File: config.mk
export PLATFORM = sky130hd
export DESIGN_NAME = acc_seq_ctrl
export DESIGN_NICKNAME = d
export VERILOG_FILES = /design/src/rtl/acc_ctrl_pkg.sv /design/src/rtl/hs_watchdog.sv /design/src/rtl/acc_seq_ctrl.sv
export SDC_FILE = /design/constraint.sdc
export NUM_CORES = 1
export LEC_CHECK = 0
export ABC_AREA = 1
export CORE_MARGIN = 3
export CORE_UTILIZATION = 40
export CTS_CLUSTER_DIAMETER = 40
export DETAILED_ROUTE_END_ITERATION = 10
export HOLD_SLACK_MARGIN = 0.02
export PLACE_DENSITY_LB_ADDON = 0.25
export RECOVER_POWER = 50
export SLEW_MARGIN = 15
export SYNTH_ARGS = -nofsm -noshare
export SYNTH_HDL_FRONTEND = slang
export SYNTH_HIERARCHICAL = 1
export SYNTH_SLANG_ARGS = --single-unit
File: constraint.sdc
create_clock -name i_clk -period 2.7 [get_ports i_clk]
set_input_delay 0.27 -clock i_clk [delete_from_list [all_inputs] [get_ports i_clk]]
set_output_delay 0.27 -clock i_clk [all_outputs]
set_load 0.02 [all_outputs]
File: src/rtl/acc_ctrl_pkg.sv
// acc_ctrl_pkg: shared states, opcode fields, strobe encodings and opcode classifier for the accumulator sequencer
package acc_ctrl_pkg;
    typedef enum logic [2:0] {S_IDLE, S_FETCH, S_DECODE, S_EXEC, S_MEM, S_WB, S_HALT} state_e;
    typedef enum logic [3:0] {C_ALU, C_EQ, C_MOV, C_JR, C_JMP, C_LWR, C_STR, C_HALT, C_ILL} cls_e;
    localparam logic [2:0] OPC_ALU_REG = 3'b000;
    localparam logic [2:0] OPC_LDST    = 3'b001;
    localparam logic [2:0] OPC_ALU_IMM = 3'b010;
    localparam logic [2:0] OPC_SYS     = 3'b011;
    localparam logic [2:0] OPC_EQ      = 3'b100;
    localparam logic [2:0] OPC_MOV     = 3'b101;
    localparam logic [2:0] OPC_JR      = 3'b110;
    localparam logic [2:0] OPC_JMP     = 3'b111;
    localparam logic [5:0] OP_LWR  = 6'b001000;
    localparam logic [5:0] OP_STR  = 6'b001001;
    localparam logic [5:0] OP_HALT = 6'b011111;
    localparam logic [1:0] PC_INC = 2'b00;
    localparam logic [1:0] PC_BR  = 2'b01;
    localparam logic [1:0] PC_ACC = 2'b10;
    localparam logic [1:0] ERR_NONE = 2'b00;
    localparam logic [1:0] ERR_ILL  = 2'b01;
    localparam logic [1:0] ERR_TMO  = 2'b10;

    function automatic cls_e op_class(input logic [5:0] op);
        case (op[5:3])
            OPC_ALU_REG, OPC_ALU_IMM: op_class = C_ALU;
            OPC_EQ:   op_class = C_EQ;
            OPC_MOV:  op_class = C_MOV;
            OPC_JR:   op_class = C_JR;
            OPC_JMP:  op_class = C_JMP;
            OPC_LDST: op_class = (op == OP_LWR) ? C_LWR : (op == OP_STR) ? C_STR : C_ILL;
            default:  op_class = (op == OP_HALT) ? C_HALT : C_ILL;
        endcase
    endfunction
endpackage

File: src/rtl/hs_watchdog.sv
// hs_watchdog: counts unacknowledged request cycles and pulses timeout when the limit would be reached
module hs_watchdog #(
    parameter int MEM_TIMEOUT = 255
) (
    input  logic i_clk,
    input  logic i_reset,
    input  logic i_clear,
    input  logic i_active,
    input  logic i_ack,
    output logic o_timeout
);
    localparam int CW = $clog2(MEM_TIMEOUT + 1);
    logic [CW-1:0] r_cnt;

    // wait counter restarts on every state change, idle or ack, otherwise counts a wait cycle
    always_ff @(posedge i_clk or posedge i_reset)
        if (i_reset) r_cnt <= '0;
        else r_cnt <= (i_clear || !i_active || i_ack) ? '0 : r_cnt + 1'b1;

    assign o_timeout = i_active && !i_ack && (r_cnt == CW'(MEM_TIMEOUT - 1));
endmodule

File: src/rtl/acc_seq_ctrl.sv
// acc_seq_ctrl: multi-cycle fetch/decode/execute/memory/writeback sequencer owning all datapath write strobes
module acc_seq_ctrl
    import acc_ctrl_pkg::*;
#(
    parameter int MEM_TIMEOUT = 255,
    parameter int CNT_W       = 16
) (
    input  logic             i_clk,
    input  logic             i_reset,
    input  logic             i_start,
    output logic             o_imem_req,
    input  logic             i_imem_ack,
    output logic             o_ir_load,
    input  logic [5:0]       i_op,
    input  logic             i_eq_flag,
    output logic             o_dmem_req,
    output logic             o_dmem_we,
    input  logic             i_dmem_ack,
    output logic             o_acc_we,
    output logic             o_rf_we,
    output logic             o_flag_we,
    output logic             o_pc_we,
    output logic [1:0]       o_pc_sel,
    output logic             o_busy,
    output logic             o_halted,
    output logic [1:0]       o_err,
    output logic [CNT_W-1:0] o_instr_count
);
    state_e           r_state, w_next;
    cls_e             r_cls, w_dec;
    logic [1:0]       r_err;
    logic [CNT_W-1:0] r_count;
    logic             w_active, w_ack, w_timeout;

    assign w_dec    = op_class(i_op);
    assign w_active = (r_state == S_FETCH) || (r_state == S_MEM);
    assign w_ack    = (r_state == S_FETCH) ? i_imem_ack : i_dmem_ack;

    hs_watchdog #(.MEM_TIMEOUT(MEM_TIMEOUT)) u_wd (
        .i_clk     (i_clk),
        .i_reset   (i_reset),
        .i_clear   (w_next != r_state),
        .i_active  (w_active),
        .i_ack     (w_ack),
        .o_timeout (w_timeout)
    );

    // state register
    always_ff @(posedge i_clk or posedge i_reset)
        if (i_reset) r_state <= S_IDLE;
        else r_state <= w_next;

    // next-state: ack beats a coincident timeout; HALT is left only through reset
    always_comb begin
        w_next = r_state;
        case (r_state)
            S_IDLE:       w_next = i_start ? S_FETCH : S_IDLE;
            S_FETCH:      w_next = i_imem_ack ? S_DECODE : w_timeout ? S_HALT : S_FETCH;
            S_DECODE:     w_next = (w_dec == C_HALT || w_dec == C_ILL) ? S_HALT :
                                   (w_dec == C_LWR || w_dec == C_STR) ? S_MEM : S_EXEC;
            S_EXEC, S_WB: w_next = S_FETCH;
            S_MEM:        w_next = i_dmem_ack ? ((r_cls == C_STR) ? S_FETCH : S_WB) :
                                   w_timeout ? S_HALT : S_MEM;
            default:      w_next = r_state;
        endcase
    end

    // latch the decoded class, record the sticky fault cause, count retired instructions
    always_ff @(posedge i_clk or posedge i_reset)
        if (i_reset) begin
            r_cls   <= C_ALU;
            r_err   <= ERR_NONE;
            r_count <= '0;
        end else begin
            if (r_state == S_DECODE) r_cls <= w_dec;
            if (r_state == S_DECODE && w_dec == C_ILL) r_err <= ERR_ILL;
            else if (w_timeout) r_err <= ERR_TMO;
            r_count <= r_count + CNT_W'(o_pc_we);
        end

    // strobes from state and latched class; store retire and JMP select also follow ack/eq_flag in their cycle
    always_comb begin
        o_imem_req    = r_state == S_FETCH;
        o_ir_load     = (r_state == S_FETCH) && i_imem_ack;
        o_dmem_req    = r_state == S_MEM;
        o_dmem_we     = (r_state == S_MEM) && (r_cls == C_STR);
        o_acc_we      = ((r_state == S_EXEC) && (r_cls == C_ALU)) || (r_state == S_WB);
        o_rf_we       = (r_state == S_EXEC) && (r_cls == C_MOV);
        o_flag_we     = (r_state == S_EXEC) && (r_cls == C_EQ);
        o_pc_we       = (r_state == S_EXEC) || (r_state == S_WB) || (o_dmem_we && i_dmem_ack);
        o_pc_sel      = (r_state != S_EXEC) ? PC_INC : (r_cls == C_JR) ? PC_ACC :
                        (r_cls == C_JMP && i_eq_flag) ? PC_BR : PC_INC;
        o_busy        = (r_state != S_IDLE) && (r_state != S_HALT);
        o_halted      = r_state == S_HALT;
        o_err         = r_err;
        o_instr_count = r_count;
    end
endmodule
==> results_dict.tcl, run 1 <==
set metrics [dict create \
    grt_use_total 0.158 \
    hold_buffers 0 \
    crit_fanout 10 \
    cts_buffer_depth 2 \
    die_x_um 73.7 \
    final_common_cell "nand2_1" \
    clkLatencyLatePin_ps 280 \
    drt_first_iter_violations 66 \
    tightest_slew_ps 1300 \
    dieArea_um2 5430 \
    slowest_stage "nor3_1" \
    arrival_ps 2640 \
    ys_ff_latch 33 \
    totalWireLength_um 3830 \
    grt.overflow.total 0 \
    finalCritPeriodShare 0.897 \
    power.density_nw_per_um2 836 \
    routedWlPerCell_um 11.4 \
    start_util 0.437 \
    io_buffer_count 41 \
    design.core.area_um2 4200 \
    synth_top_cell_area_share 0.450 \
    finalCriticalPeriod_ps 2420 \
    crit_type "reg -> reg" \
    synth_mux_area_frac 0 \
    cts.clk_slew.worst_paths_ps 70 \
    gp_congestion 0.951 \
    ys_seq_area_frac 0.450 \
    max_freq_mhz 413 \
    grt_max_degree 26 \
    yosysWarnings 6 \
    cts_buffers 5 \
    synth_nets 249 \
    avgSynthCellArea_um2 7.87 \
    relSlewSlack 0.137 \
    fp.dieH_um 73.7 \
    cpPeakStageDelay_ps 750 \
    syn_area_um2 1830 \
    nets 300 \
    synth_compound_area_frac 0.0484 \
    grt_pass1_wl_um 6630 \
    synth_area_leaders "dfrtp_1 45%, nand2_1 8.8%, nor2_1 8.0%, inv_1 6.1%, nand3_1 6.0%" \
    antenna_cells 0 \
    setup_slack_ps 278 \
    setup_viol 0 \
    path_cells "inv_2 > buf_4 > nor3_1 > nand2_2 > nand3_2 > nand2_1 > nand2_1 > nand3_1 > nor3_4 > o21ai_0 > nor2_1" \
    critPathMostFrequentCell "nand2_1" \
    post-place-ws_ps -10.3 \
    synthSimpleGateAreaFrac 0.335 \
    regArea_um2 828 \
    finClkSkew_ps 4.60 \
    maxCapViolations 0 \
    ant_nets 0 \
    hold_class "in -> async" \
    cts_max_level 2 \
    placed_area_um2 2320 \
    multi_input_area_um2 882 \
    vias 1661 \
    ys_types 26 \
    status "finished clean" \
    final_util 0.580 \
    rrSetupSlack_ps 280 \
    clock-sinks 33 \
    synthCells 233 \
    viasPerCell 4.96 \
    route.detailed.drc 0 \
    synth_fa_ha_area_frac 0.0273 \
    clockRootBuffer "clkbuf_8" \
    startpoint_type "flip-flop" \
    layout-drive-gt1-share 0.0982 \
    hold_viol 0 \
    rows 23 \
    ir_drop_mv 0.546 \
    antenna_found_initial 0 \
    end_kind "flip-flop" \
    drt-pass1-iter-count 4 \
    p_leak_nw 1.15 \
    ios 42 \
    dp_hpwl_um 2940 \
    nFillCells 398 \
    syn2layout_area_growth_pct 32.9 \
    final_cell_mix "43 x nand2_1, 36 x nor2_1, 31 x clkdlybuf4s50_1, 31 x dfrtp_1, 30 x inv_1" \
    cts_tree "built" \
    design_area_um2 2440 \
    first_global_vias 1553 \
    cp_data_required_time_ps 2920 \
    synth_top_family_by_area "simple AND/OR/NAND/NOR gates" \
    post-synth-top-area-cell "dfrtp_1" \
    synth-xor-area-share 0.0668 \
    slew_viol_final 0 \
]
[kinds of logic after synthesis]
family | count (synthesis)
flops | 33
simple gates | 133
fa+ha+maj | 4
xor+xnor | 14
compound gates | 15
buf+inv | 34
[cell usage after synthesis, drive strengths merged]
library cell and number:
a21oi 2, a31oi 1, and3 2, buf 2, dfrtp 33, ha 4, inv 32, nand2 46
nand3 23, nand4 10, nor2 42, nor3 9, nor4 1, o211ai 1, o21a 1, o21ai 7
o21bai 2, o31ai 1, xnor2 4, xor2 10
[routing by layer]
metal,wire length [um],part of all wire,GRT usage,vias to the layer above
li1,-,-,-,853
met3,246,0.064,0.0465,8
met5,0,0,0,-
met2,1660,0.43,0.229,55
met1,1850,0.48,0.218,745
met4,73,0.019,0.0684,0
[registers in the layout (all words and copies together), names as in the netlist]
register	count
o_err	2
u_wd/r_cnt	8
r_cls	4
o_instr_count	16
r_state	3
[final timing paths]
kind,startpoint,to,depth (start not counted)
worst max register to register,r_state[1],u_wd/r_cnt[3],11
worst min register to register,o_instr_count[15],o_instr_count[15],1
worst min-delay path,i_reset,u_wd/r_cnt[5],2
worst max-delay path,r_state[1],u_wd/r_cnt[3],11
max in group asynchronous,i_reset,r_state[0],3
min in group i_clk,o_instr_count[15],o_instr_count[15],1
[where the power goes]
part           total [mW]  internal, mW  switching (mW)  leakage (nW)
clock               0.403         0.230           0.173        0.0542
sequential          0.718         0.607           0.111         0.423
combinational       0.916         0.371           0.546         0.676
[stage by stage]
step	power [mW]	TNS (ps)	std cells	hold WS [ps]
after floorplan	1.30	0	233	85.7
after global placement	1.64	0	326	454
after detailed placement	1.66	-10.3	326	471
after CTS	2.07	0	334	286
after global routing	2.21	-0.0842	335	449
final	2.04	0	335	415
[what timing repair did]
action	4_1_cts	5_1_grt
setup endpoints to repair	0	8
resized for setup	0	7
setup buffers	0	1
[worst max-delay path: cells and delay by family (launching register included)]
kind	cells	cell delay (ps)
flops	1	440
buf+inv	2	210
compound gates	1	130
simple gates	8	1590
[final cells by class]
type | instances | area share
Clock buffer | 7 | 0.0395
Clock inverter | 1 | 0.00205
Inverter | 32 | 0.0493
Multi-Input combinational cell | 166 | 0.362
Sequential cell | 33 | 0.340
Tap cell | 50 | 0.0257
Timing Repair Buffer | 46 | 0.182
Power figures use the tool's default switching activity.
==> run 2, diff against run 1 <==
MAX_ROUTING_LAYER = met4   (was default)
SETUP_SLACK_MARGIN = 0.02   (was default)
==> run 2 against run 1 <==
Against the previous run: worst setup slack worse by 12 ps; cell area stayed put; die area stayed put; clock power hardly changed; fmax is 0.48% lower; final cell count stayed put; global-route usage is 0.46 points higher; clock-buffer cell count stayed put; sequential power hardly changed; sequential share of layout area stayed put; power hardly changed; combinational power hardly changed.
==> results_dict.tcl, run 2 (synthesis gave the netlist of run 1 again) <==
set metrics [dict create \
    status "finished clean" \
    grt_pass1_wl_um 6630 \
    viasPerCell 4.96 \
    path_cells "inv_2 > buf_4 > nor3_1 > nand2_2 > nand3_2 > nand2_1 > nand2_1 > nand3_1 > nor3_4 > o21ai_0 > nor2_1" \
    power.total_mw 2.04 \
    antenna_found_initial 0 \
    rr_startpoint "r_state[1]" \
    grt_setup_unrepaired "yes" \
    ant_nets 0 \
    vias 1661 \
    pwr-share-comb 0.450 \
    routedWlPerCell_um 11.4 \
    start_util 0.437 \
    cp_data_required_time_ps 2920 \
    design.core.area_um2 4200 \
    cts.clk_slew.worst_paths_ps 70 \
    stdcell_count 335 \
    use_met3 0.0451 \
    cts_buffer_depth 2 \
    slowest_stage "nor3_1" \
    use_met2 0.229 \
    layout-drive-gt1-share 0.0982 \
    tightest_slew_ps 1290 \
    totalWireLength_um 3820 \
    switching_power_uw 831 \
    crit_fanout 10 \
    hold_buffers 0 \
    drt_first_iter_violations 66 \
    hold_class "in -> async" \
    first_global_vias 1553 \
    cpPeakStageDelay_ps 760 \
    clkLatencyLatePin_ps 280 \
    io_buffer_count 41 \
    syn2layout_area_growth_pct 32.9 \
    drt-pass1-iter-count 4 \
    relSlewSlack 0.137 \
    final_cell_mix "43 x nand2_1, 36 x nor2_1, 31 x clkdlybuf4s50_1, 31 x dfrtp_1, 30 x inv_1" \
    p_int_mw 1.21 \
    critPathMostFrequentCell "nand2_1" \
    final_util 0.580 \
    maxCapViolations 0 \
    antenna_cells 0 \
    rows 23 \
    fin_tns_setup_ps 0 \
    clock-sinks 33 \
    largest_reg_flops 16 \
    clockRootBuffer "clkbuf_8" \
    startpoint_type "flip-flop" \
    ios 42 \
    gp_congestion 0.968 \
    final_common_cell "nand2_1" \
    nets 300 \
    clkPwrFrac 0.198 \
    ir_drop_mv 0.546 \
    slew_viol_final 0 \
    finalCritPeriodShare 0.901 \
    busiest_layer "met2" \
    setup_viol 0 \
    grt_use_total 0.163 \
    power.density_nw_per_um2 836 \
    critPathLaunch "r_state[1]" \
    finClkSkew_ps 4.55 \
    max_freq_mhz 411 \
    grt.overflow.total 0 \
    grt.met1_usage 0.219 \
    fp.dieH_um 73.7 \
    p_leak_nw 1.15 \
    crit_type "reg -> reg" \
    dp_hpwl_um 2940 \
    grt_max_degree 26 \
    arrival_ps 2650 \
    end_kind "flip-flop" \
    cts_max_level 2 \
    die_x_um 73.7 \
    finalCriticalPeriod_ps 2430 \
    cts_buffers 5 \
    p_seq_frac 0.352 \
    hold_viol 0 \
    p_sw_frac 0.407 \
    cts_tree "built" \
    place_inst 326 \
    route.detailed.drc 0 \
    dieArea_um2 5430 \
]
==> run 2: cell counts in the layout (fill, tap and decap cells not counted) <==
Identical to the previous run, type by type.
==> run 2: layout make-up <==
type | count | area (um2)
Fill cell | 398 | 1760
Timing Repair Buffer | 46 | 444
Multi-Input combinational cell | 166 | 882
Clock inverter | 1 | 5.00
Sequential cell | 33 | 828
Clock buffer | 7 | 96.3
Inverter | 32 | 120
Tap cell | 50 | 62.6
==> run 2: worst max-delay path: cells and delay by family, from the launching register on <==
family,cells,cell delay (ps)
AND/OR/NAND/NOR,8,1600
flip-flops,1,440
buffers and inverters,2,210
AO/OA/AOI/OAI,1,130
==> run 2: through the flow <==
| stage | cell area, um2 | setup WS [ps] | hold WS (ps) |
|---|---|---|---|
| global route | 2440 | -0.0842 | 449 |
| floorplan | 1830 | 144 | 85.7 |
| finish | 2440 | 266 | 414 |
| global placement | 2320 | 84.5 | 454 |
| detailed placement | 2320 | -10.3 | 471 |
| CTS | 2430 | 64.4 | 286 |
==> run 2: timing repair <==
item | in CTS | in global routing
setup buffers | 0 | 1
endpoints found under the setup margin | 0 | 8
resized for setup | 0 | 7
==> run 2: final timing paths <==
path | end | cells after the start | slack, ps
worst min register to register | o_instr_count[15] | 1 | 470
max in group asynchronous | r_state[0] | 3 | 960
worst max register to register | u_wd/r_cnt[3] | 11 | 270
worst min-delay path | u_wd/r_cnt[5] | 2 | 410
worst max-delay path | u_wd/r_cnt[3] | 11 | 270
min in group i_clk | o_instr_count[15] | 1 | 470
==> run 2: routing by layer <==
metal,up-vias,wire [um]
li1,854,-
met1,746,1840
met2,54,1660
met3,7,257
met4,0,66
met5,-,0
==> run 2: power groups by stage <==
stage | clock network (mW) | logic, mW | registers, mW
final | 0.404 | 0.917 | 0.718
after global routing | 0.447 | 1.03 | 0.738
after CTS | 0.419 | 0.936 | 0.718
after detailed placement | 0 | 0.932 | 0.726
after global placement | 0 | 0.922 | 0.722
after floorplan | 0 | 0.551 | 0.753
==> run 3, diff against run 2 <==
SETUP_SLACK_MARGIN = 0.05   (was 0.02)
TNS_END_PERCENT = 30   (was default)
==> run 3 against run 2 <==
Against the previous run: clock-buffer cell count unchanged; non-clock buffer count up 4; fmax up 0.79%; die area unchanged; critical path depth unchanged; largest cell class unchanged; largest power group unchanged.
==> results_dict.tcl, run 3 (synthesis gave the netlist of run 1 again) <==
set metrics [dict create \
    die_x_um 73.7 \
    fp.dieH_um 73.7 \
    cpPeakStageDelay_ps 770 \
    cts_tree "built" \
    antenna_found_initial 0 \
    power.density_nw_per_um2 843 \
    clock-sinks 33 \
    ant_nets 0 \
    final_cell_mix "43 x nand2_1, 37 x nor2_1, 31 x dfrtp_1" \
    first_global_vias 1553 \
    ios 42 \
    drt_first_iter_violations 62 \
    grt.overflow.total 0 \
    finalCritPeriodShare 0.894 \
    cts.clk_slew.worst_paths_ps 70 \
    grt_max_degree 26 \
    cts_buffer_depth 2 \
    grt_setup_unrepaired "no" \
    max_freq_mhz 414 \
    routedWlPerCell_um 11.4 \
    clkLatencyLatePin_ps 280 \
    io_buffer_count 41 \
    final_util 0.586 \
    tightest_slew_ps 1310 \
    finClkSkew_ps 3.89 \
    gp_congestion 0.968 \
    cp_data_required_time_ps 2920 \
    route.detailed.drc 0 \
    cts_buffers 5 \
    path_delay_family "simple AND/OR/NAND/NOR gates" \
    vias 1695 \
    whs_ps 408 \
    start_util 0.437 \
    finalCriticalPeriod_ps 2410 \
    stdcell_count 339 \
    ir_drop_mv 0.554 \
    grt_pass1_wl_um 6630 \
    path_cells "inv_2 > clkbuf_1 > nor3_1 > nand2_2 > nand3_2 > nand2_1 > nand2_1 > nand3_1 > nor3_4 > o21ai_1 > nor2_1" \
    rr_worst_depth 11 \
    slowest_stage "nor3_1" \
    p_leak_nw 1.17 \
    rr_startpoint "r_state[1]" \
    status "finished clean" \
    crit_type "reg -> reg" \
    viasPerCell 5.00 \
    critical_path_buf_inv_count 2 \
    startpoint_type "flip-flop" \
    nets 304 \
    critPathMostFrequentCell "nand2_1" \
    totalWireLength_um 3870 \
    maxCapViolations 0 \
    arrival_ps 2630 \
    hold_viol 0 \
    design.core.area_um2 4200 \
    clockRootBuffer "clkbuf_8" \
    crit_fanout 10 \
    antenna_cells 0 \
    final_common_cell "nand2_1" \
    place_inst 326 \
    dp_hpwl_um 2940 \
    fin_tns_setup_ps 0 \
    setup_viol 0 \
    hold_buffers 0 \
    end_kind "flip-flop" \
    largest_reg_flops 16 \
    relSlewSlack 0.127 \
    syn2layout_area_growth_pct 34.2 \
    worstReg2RegEnd "u_wd/r_cnt[3]" \
    dieArea_um2 5430 \
    power.total_mw 2.08 \
    rrSetupSlack_ps 290 \
    rows 23 \
    slew_viol_final 0 \
    layout-drive-gt1-share 0.107 \
    hold_class "in -> async" \
    grt_use_total 0.163 \
    drt-pass1-iter-count 5 \
    cts_max_level 2 \
]
## run 3: through the flow
stage | instance area, um2 | setup slack (ps)
2_1_floorplan | 1830 | 144
3_3_place_gp | 2320 | 84.5
3_5_place_dp | 2320 | -10.3
4_1_cts | 2430 | 64.4
5_1_grt | 2460 | 35.6
6_report | 2460 | 285
## run 3: worst max-delay path by stage
stage / startpoint / to / depth (start not counted)
2_1_floorplan: r_state[2] / u_wd/r_cnt[3] / 17
6_report: r_state[1] / u_wd/r_cnt[3] / 11
5_1_grt: r_state[1] / u_wd/r_cnt[3] / 17
4_1_cts: r_state[1] / u_wd/r_cnt[3] / 17
3_5_place_dp: i_imem_ack / u_wd/r_cnt[3] / 17
3_3_place_gp: i_imem_ack / u_wd/r_cnt[0] / 17
## run 3: area by class of cell
cell class / count / area (um2)
Clock buffer: 7 / 96.3
Tap cell: 50 / 62.6
Inverter: 32 / 120
Clock inverter: 1 / 5.00
Timing Repair Buffer: 50 / 470
Multi-Input combinational cell: 166 / 880
Sequential cell: 33 / 828
Fill cell: 397 / 1740
## run 3: routing by layer
layer	track usage	part of all wire
met1	0.219	0.49
met2	0.229	0.43
met3	0.0451	0.066
met4	0.0684	0.014
met5	-	0
## run 3: power by group
group          internal [mW]  total [mW]  switching (mW)  leakage [nW]
Combinational          0.395       0.956           0.561         0.695
Clock                  0.230       0.406           0.176        0.0542
Sequential             0.607       0.713           0.106         0.423
Total                   1.23        2.08           0.843          1.17
## run 3: repair_timing
action                                  in CTS  in global routing
gates resized for setup                      0                  9
endpoints found under the setup margin       0                  9
buffers inserted                             0                  5
## run 3: worst register-to-register path: stages, from the launching register on
cell      delay, ps
dfrtp_2         410
inv_2            50
clkbuf_1        160
nor3_1          770
nand2_2         160
nand3_2         120
nand2_1          50
nand2_1          50
nand3_1         110
nor3_4          260
o21ai_1         110
nor2_1           90
